File: src/rtl/seven_segment_decoder.sv
// seven_segment_decoder: recovers the hex value and decimal point of each digit
// of a multiplexed, active-low seven-segment display by watching anode/cathode.
//
//   state  | meaning
//   -------+---------------------------------------------------------------
//   IDLE   | no single digit selected; waiting for a valid anode
//   SETTLE | candidate anode/cathode latched; counting consecutive stable cycles
//   HOLD   | digit captured; ignoring the bus until the anode changes
module seven_segment_decoder #(
  parameter int NUM_SEGMENTS  = 4,
  parameter int SETTLE_CYCLES = 4
) (
  input  logic                        clk,
  input  logic                        reset,
  input  logic [NUM_SEGMENTS-1:0]     anode,
  input  logic [7:0]                  cathode,
  output logic [NUM_SEGMENTS*4-1:0]   encoded,
  output logic [NUM_SEGMENTS-1:0]     digit_point,
  output logic [NUM_SEGMENTS-1:0]     digit_seen,
  output logic                        frame_valid,
  output logic                        decode_error
);

  typedef enum logic [1:0] {IDLE, SETTLE, HOLD} state_t;

  localparam logic [7:0] SETTLE_TC = 8'(SETTLE_CYCLES);

  state_t                      state_q, state_d;
  logic [7:0]                  cnt_q, cnt_d;
  logic [NUM_SEGMENTS-1:0]     anode_q;
  logic [7:0]                  cathode_q;
  logic [NUM_SEGMENTS-1:0]     lat_anode_q, lat_anode_d;
  logic [7:0]                  lat_cathode_q, lat_cathode_d;
  logic [NUM_SEGMENTS*4-1:0]   encoded_q, encoded_d;
  logic [NUM_SEGMENTS-1:0]     digit_point_q, digit_point_d;
  logic [NUM_SEGMENTS-1:0]     digit_seen_q, digit_seen_d;
  logic                        frame_valid_q, frame_valid_d;
  logic                        decode_error_q, decode_error_d;

  logic                        capture;
  logic                        anode_ok;
  logic                        pair_same;
  logic [NUM_SEGMENTS-1:0]     seen_nxt;
  logic [4:0]                  dec;

  // Exactly one digit select low; zero or several low means the bus is between digits.
  function automatic logic one_low(input logic [NUM_SEGMENTS-1:0] a);
    int n;
    n = 0;
    for (int i = 0; i < NUM_SEGMENTS; i++) begin
      if (!a[i]) n++;
    end
    return (n == 1);
  endfunction

  // Returns {hit, value}; segment order is gfedcba, active-high.
  function automatic logic [4:0] seg_decode(input logic [6:0] seg);
    logic [4:0] r;
    case (seg)
      7'h3F:   r = {1'b1, 4'h0};
      7'h06:   r = {1'b1, 4'h1};
      7'h5B:   r = {1'b1, 4'h2};
      7'h4F:   r = {1'b1, 4'h3};
      7'h66:   r = {1'b1, 4'h4};
      7'h6D:   r = {1'b1, 4'h5};
      7'h7D:   r = {1'b1, 4'h6};
      7'h07:   r = {1'b1, 4'h7};
      7'h7F:   r = {1'b1, 4'h8};
      7'h6F:   r = {1'b1, 4'h9};
      7'h77:   r = {1'b1, 4'hA};
      7'h7C:   r = {1'b1, 4'hB};
      7'h39:   r = {1'b1, 4'hC};
      7'h5E:   r = {1'b1, 4'hD};
      7'h79:   r = {1'b1, 4'hE};
      7'h71:   r = {1'b1, 4'hF};
      default: r = 5'h00;
    endcase
    return r;
  endfunction

  // Next-state, settle counter, capture and frame bookkeeping.
  always_comb begin
    state_d        = state_q;
    cnt_d          = cnt_q;
    lat_anode_d    = lat_anode_q;
    lat_cathode_d  = lat_cathode_q;
    encoded_d      = encoded_q;
    digit_point_d  = digit_point_q;
    digit_seen_d   = digit_seen_q;
    frame_valid_d  = 1'b0;
    decode_error_d = decode_error_q;
    capture        = 1'b0;
    seen_nxt       = digit_seen_q;
    anode_ok       = one_low(anode_q);
    pair_same      = (anode_q == lat_anode_q) && (cathode_q == lat_cathode_q);
    dec            = seg_decode(~lat_cathode_q[6:0]);

    case (state_q)
      IDLE: begin
        if (anode_ok) begin
          state_d       = SETTLE;
          cnt_d         = 8'd1;
          lat_anode_d   = anode_q;
          lat_cathode_d = cathode_q;
        end
      end
      SETTLE: begin
        // The latched pair has already been stable SETTLE_CYCLES samples here,
        // so the current sample no longer matters for this digit.
        if (cnt_q >= SETTLE_TC) begin
          capture = 1'b1;
          state_d = HOLD;
        end else if (pair_same) begin
          cnt_d = (cnt_q == 8'hFF) ? cnt_q : cnt_q + 8'd1;
        end else if (anode_ok) begin
          cnt_d         = 8'd1;
          lat_anode_d   = anode_q;
          lat_cathode_d = cathode_q;
        end else begin
          state_d = IDLE;
          cnt_d   = 8'd0;
        end
      end
      HOLD: begin
        if (anode_q != lat_anode_q) begin
          if (anode_ok) begin
            state_d       = SETTLE;
            cnt_d         = 8'd1;
            lat_anode_d   = anode_q;
            lat_cathode_d = cathode_q;
          end else begin
            state_d = IDLE;
            cnt_d   = 8'd0;
          end
        end
      end
      default: begin
        state_d = IDLE;
        cnt_d   = 8'd0;
      end
    endcase

    if (capture) begin
      for (int i = 0; i < NUM_SEGMENTS; i++) begin
        if (!lat_anode_q[i]) begin
          if (dec[4]) encoded_d[i*4 +: 4] = dec[3:0];
          digit_point_d[i] = ~lat_cathode_q[7];
        end
      end
      if (!dec[4]) decode_error_d = 1'b1;
      seen_nxt = digit_seen_q | ~lat_anode_q;
      // A completed frame is reported and the seen mask restarts in the same cycle.
      if (&seen_nxt) begin
        frame_valid_d = 1'b1;
        digit_seen_d  = '0;
      end else begin
        digit_seen_d  = seen_nxt;
      end
    end
  end

  // Input register, FSM and output registers; reset overrides any capture.
  always_ff @(posedge clk) begin
    if (reset) begin
      state_q        <= IDLE;
      cnt_q          <= 8'd0;
      anode_q        <= '1;
      cathode_q      <= '1;
      lat_anode_q    <= '1;
      lat_cathode_q  <= '1;
      encoded_q      <= '0;
      digit_point_q  <= '0;
      digit_seen_q   <= '0;
      frame_valid_q  <= 1'b0;
      decode_error_q <= 1'b0;
    end else begin
      state_q        <= state_d;
      cnt_q          <= cnt_d;
      anode_q        <= anode;
      cathode_q      <= cathode;
      lat_anode_q    <= lat_anode_d;
      lat_cathode_q  <= lat_cathode_d;
      encoded_q      <= encoded_d;
      digit_point_q  <= digit_point_d;
      digit_seen_q   <= digit_seen_d;
      frame_valid_q  <= frame_valid_d;
      decode_error_q <= decode_error_d;
    end
  end

  assign encoded      = encoded_q;
  assign digit_point  = digit_point_q;
  assign digit_seen   = digit_seen_q;
  assign frame_valid  = frame_valid_q;
  assign decode_error = decode_error_q;

endmodule

File: config.mk
export PLATFORM = sky130hd
export DESIGN_NAME = seven_segment_decoder
export DESIGN_NICKNAME = d
export VERILOG_FILES = /design/src/rtl/seven_segment_decoder.sv
export SDC_FILE = /design/constraint.sdc
export NUM_CORES = 1
export LEC_CHECK = 0
export ABC_AREA = 1
export BUFFER_PORTS_ARGS = -buffer_cell sky130_fd_sc_hd__clkbuf_2
export CAP_MARGIN = 15
export CORE_MARGIN = 2
export CORE_UTILIZATION = 55
export DETAILED_ROUTE_END_ITERATION = 6
export PLACE_DENSITY = 0.77
export SETUP_SLACK_MARGIN = 0.4
export SYNTH_ARGS = -nofsm -noshare
export SYNTH_HDL_FRONTEND = slang
export SYNTH_SLANG_ARGS = --single-unit
File: constraint.sdc
create_clock -name clk -period 3 [get_ports clk]
set_input_delay 0.15 -clock clk [delete_from_list [all_inputs] [get_ports clk]]
set_output_delay 0.15 -clock clk [all_outputs]
set_load 0.05 [all_outputs]
==> impl_metrics.json <==
{
  "ys.flop_type": "dfxtp_1",
  "tns_ps": 0,
  "area_growth_pct": 21.2,
  "status": "finished clean",
  "finish.utilization_pct": 70.2,
  "dp.cells": 496,
  "wire_per_inst_um": 12.1,
  "synth_area_sq_mm": 0.00277,
  "clkTransAtPathRegs_ps": 70,
  "worstMarginPinSlew_ps": 697,
  "fin_nets": 471,
  "numPortBuffers": 39,
  "fmax_ghz": 0.428,
  "synth_top_area_cell": "dfxtp_1",
  "power_density_mw_per_mm2": 579,
  "fin_worst_skew_ps": 11.4,
  "hpwl_um": 4400,
  "core.rowCount": 25,
  "leakagePower_nw": 1.66,
  "place_congestion": 0.899,
  "cts_buffers": 9,
  "fillers": 423,
  "critPathMaxFanout": 7,
  "grt_pass1_vias": 2434,
  "cts_tree": "done",
  "clock-sinks": 60,
  "route.detailed.drc": 0,
  "h-tree-depth": 3,
  "die_area_sq_mm": 0.00563,
  "synthesis.nets": 421,
  "grt-ovfl-total": 0,
  "wl_um": 6350,
  "clock_path_buffers": 2,
  "synth-async-reset-ratio_pct": 0,
  "ys_warn_count": 0,
  "start_util_pct": 58.0,
  "vias": 2657,
  "die_y_um": 75.0,
  "end_kind": "register",
  "crit_type": "reg -> reg",
  "netlist_instances": 402,
  "clock_latency_ps": 340,
  "fin_ws_ps": 664,
  "synth_most_common_cell": "nand2_1",
  "post-cts-setup-buffers": 0,
  "ir_drop_mv": 0.426,
  "final_layout_size_suffix_gt1_share_pct": 18.2,
  "yosysUniqueCellTypes": 28,
  "pin_count": 40,
  "hold-worst-slack_ps": 450,
  "slew_headroom_pct": 53.5,
  "start_kind": "register",
  "finalCriticalPeriod_ps": 2340,
  "setup_violations": 0,
  "cp_data_required_time_ps": 3260,
  "via_per_inst": 5.07,
  "ant_nets": 0,
  "ys_ff_latch": 60,
  "track_usage_pct": 24.6,
  "period_share_pct": 77.9,
  "drt_iter0_markers": 138,
  "die_x_um": 75.0,
  "dr.pass1.iters": 5,
  "maxCapViolCount": 0,
  "slew_violations": 0,
  "syn_area_per_cell_sq_um": 6.90,
  "synth_common_cells": "116 x nand2_1, 60 x dfxtp_1, 48 x inv_1",
  "synth_top_area_share_pct": 43.3,
  "grt_setup_unrepaired": "false",
  "hold_class": "reg -> reg",
  "cp.arrival_ps": 2600,
  "hold_viol": 0,
  "diodes": 0,
  "grt_pass1_wl_um": 10500,
  "root_buffer": "clkbuf_8",
  "layoutNonFillerInstCount": 524,
  "synth.top_cells.by_area": "dfxtp_1 43%, nand2_1 16%, nand3_1 7.2%, inv_1 6.5%, nor2_1 5.0%",
  "antenna_found_initial": 0,
  "place_ws_ps": 588,
  "grt_max_degree": 39,
  "synth-seq-area-share_pct": 43.3,
  "synth_edf_count": 0,
  "core-area_sq_mm": 0.00479
}
## cells by family (layout without fill, tap and decap cells)
kind of cell / Yosys count / after routing / share of synthesized area, %
fa+ha+maj: 5 / 5 / 2.26
flops: 60 / 60 / 43.3
xor+xnor: 5 / 5 / 1.58
simple gates: 230 / 230 / 36.3
compound gates: 39 / 39 / 7.49
buf+inv: 63 / 118 / 9.11
## power breakdown
part / total [mW] / internal [mW] / switching [mW]
combinational: 0.245 / 0.0972 / 0.148
sequential: 0.883 / 0.832 / 0.0509
clock: 0.818 / 0.490 / 0.328
## registers in the layout, indices dropped and copies added (netlist names)
| signal | count |
|---|---|
| cnt_q | 8 |
| digit_seen | 4 |
| frame_valid | 1 |
| lat_cathode_q | 8 |
| decode_error | 1 |
| anode_q | 4 |
| cathode_q | 8 |
| state_q | 2 |
| lat_anode_q | 4 |
| digit_point | 4 |
| encoded | 16 |
## area by class of cell
type	instances	area, sq um	share of cell area (%)
multi-input combinational	279	1340	39.7
sequential	60	1200	35.8
timing repair buffer	52	327	9.71
inverter	50	188	5.58
clock buffer	10	138	4.09
clock inverter	6	87.6	2.61
tap	67	83.8	2.49
## routing by layer
layer  vias up  share of wire [%]  GRT usage, %
li1       1372                  -             -
met1      1207                 44          28.8
met2        70                 50          41.4
met3         8                4.8          7.50
met4         0                1.4          11.3
met5         -                  0             0
## placed cells by master, fill, tap and decap left out, types with 10 or more instances in the layout
| master | synthesis | routed |
|---|---|---|
| a21oi_1 | 27 | 27 |
| clkbuf_2 | 0 | 39 |
| clkbuf_8 | 0 | 10 |
| dfxtp_1 | 60 | 58 |
| dlygate4sd3_1 | 0 | 12 |
| inv_1 | 48 | 47 |
| nand2_1 | 116 | 114 |
| nand3_1 | 40 | 40 |
| nor2_1 | 37 | 37 |
| or2_2 | 12 | 12 |
## repair_timing
item	in CTS	in global routing
hold buffers	12	0
setup endpoints to repair	0	17
endpoints found under the hold margin	12	0
gates resized for setup	0	8
## worst paths after layout
kind | startpoint | endpoint | slack, ps | depth (start not counted)
setup / recovery | anode_q[0] | cnt_q[1] | 660 | 16
hold / removal | cnt_q[2] | cnt_q[2] | 450 | 2
setup reg to reg | anode_q[0] | cnt_q[1] | 660 | 16
hold reg to reg | cnt_q[2] | cnt_q[2] | 450 | 2
## critical path: stages, from the launching register on
cell and delay (ps):
dfxtp_2 350, inv_1 60, ha_1 320, inv_1 60, nand2_1 50, nand2_1 120, inv_1 70, ha_1 290
inv_1 90, nand3_1 70, o21ai_1 100, nand2_2 110, nand2_1 140, nand2_2 120, inv_2 110, nand3_1 80
a21oi_1 120
## through the flow
stage                     total power, mW  instance area (sq um)
final                                1.95                   3360
after global routing                 2.04                   3360
after CTS                            1.95                   3340
after detailed placement             1.12                   3000
after global placement               1.11                   3000
after floorplan                      1.07                   2770
No activity file was read; power rests on OpenSTA's default activity.
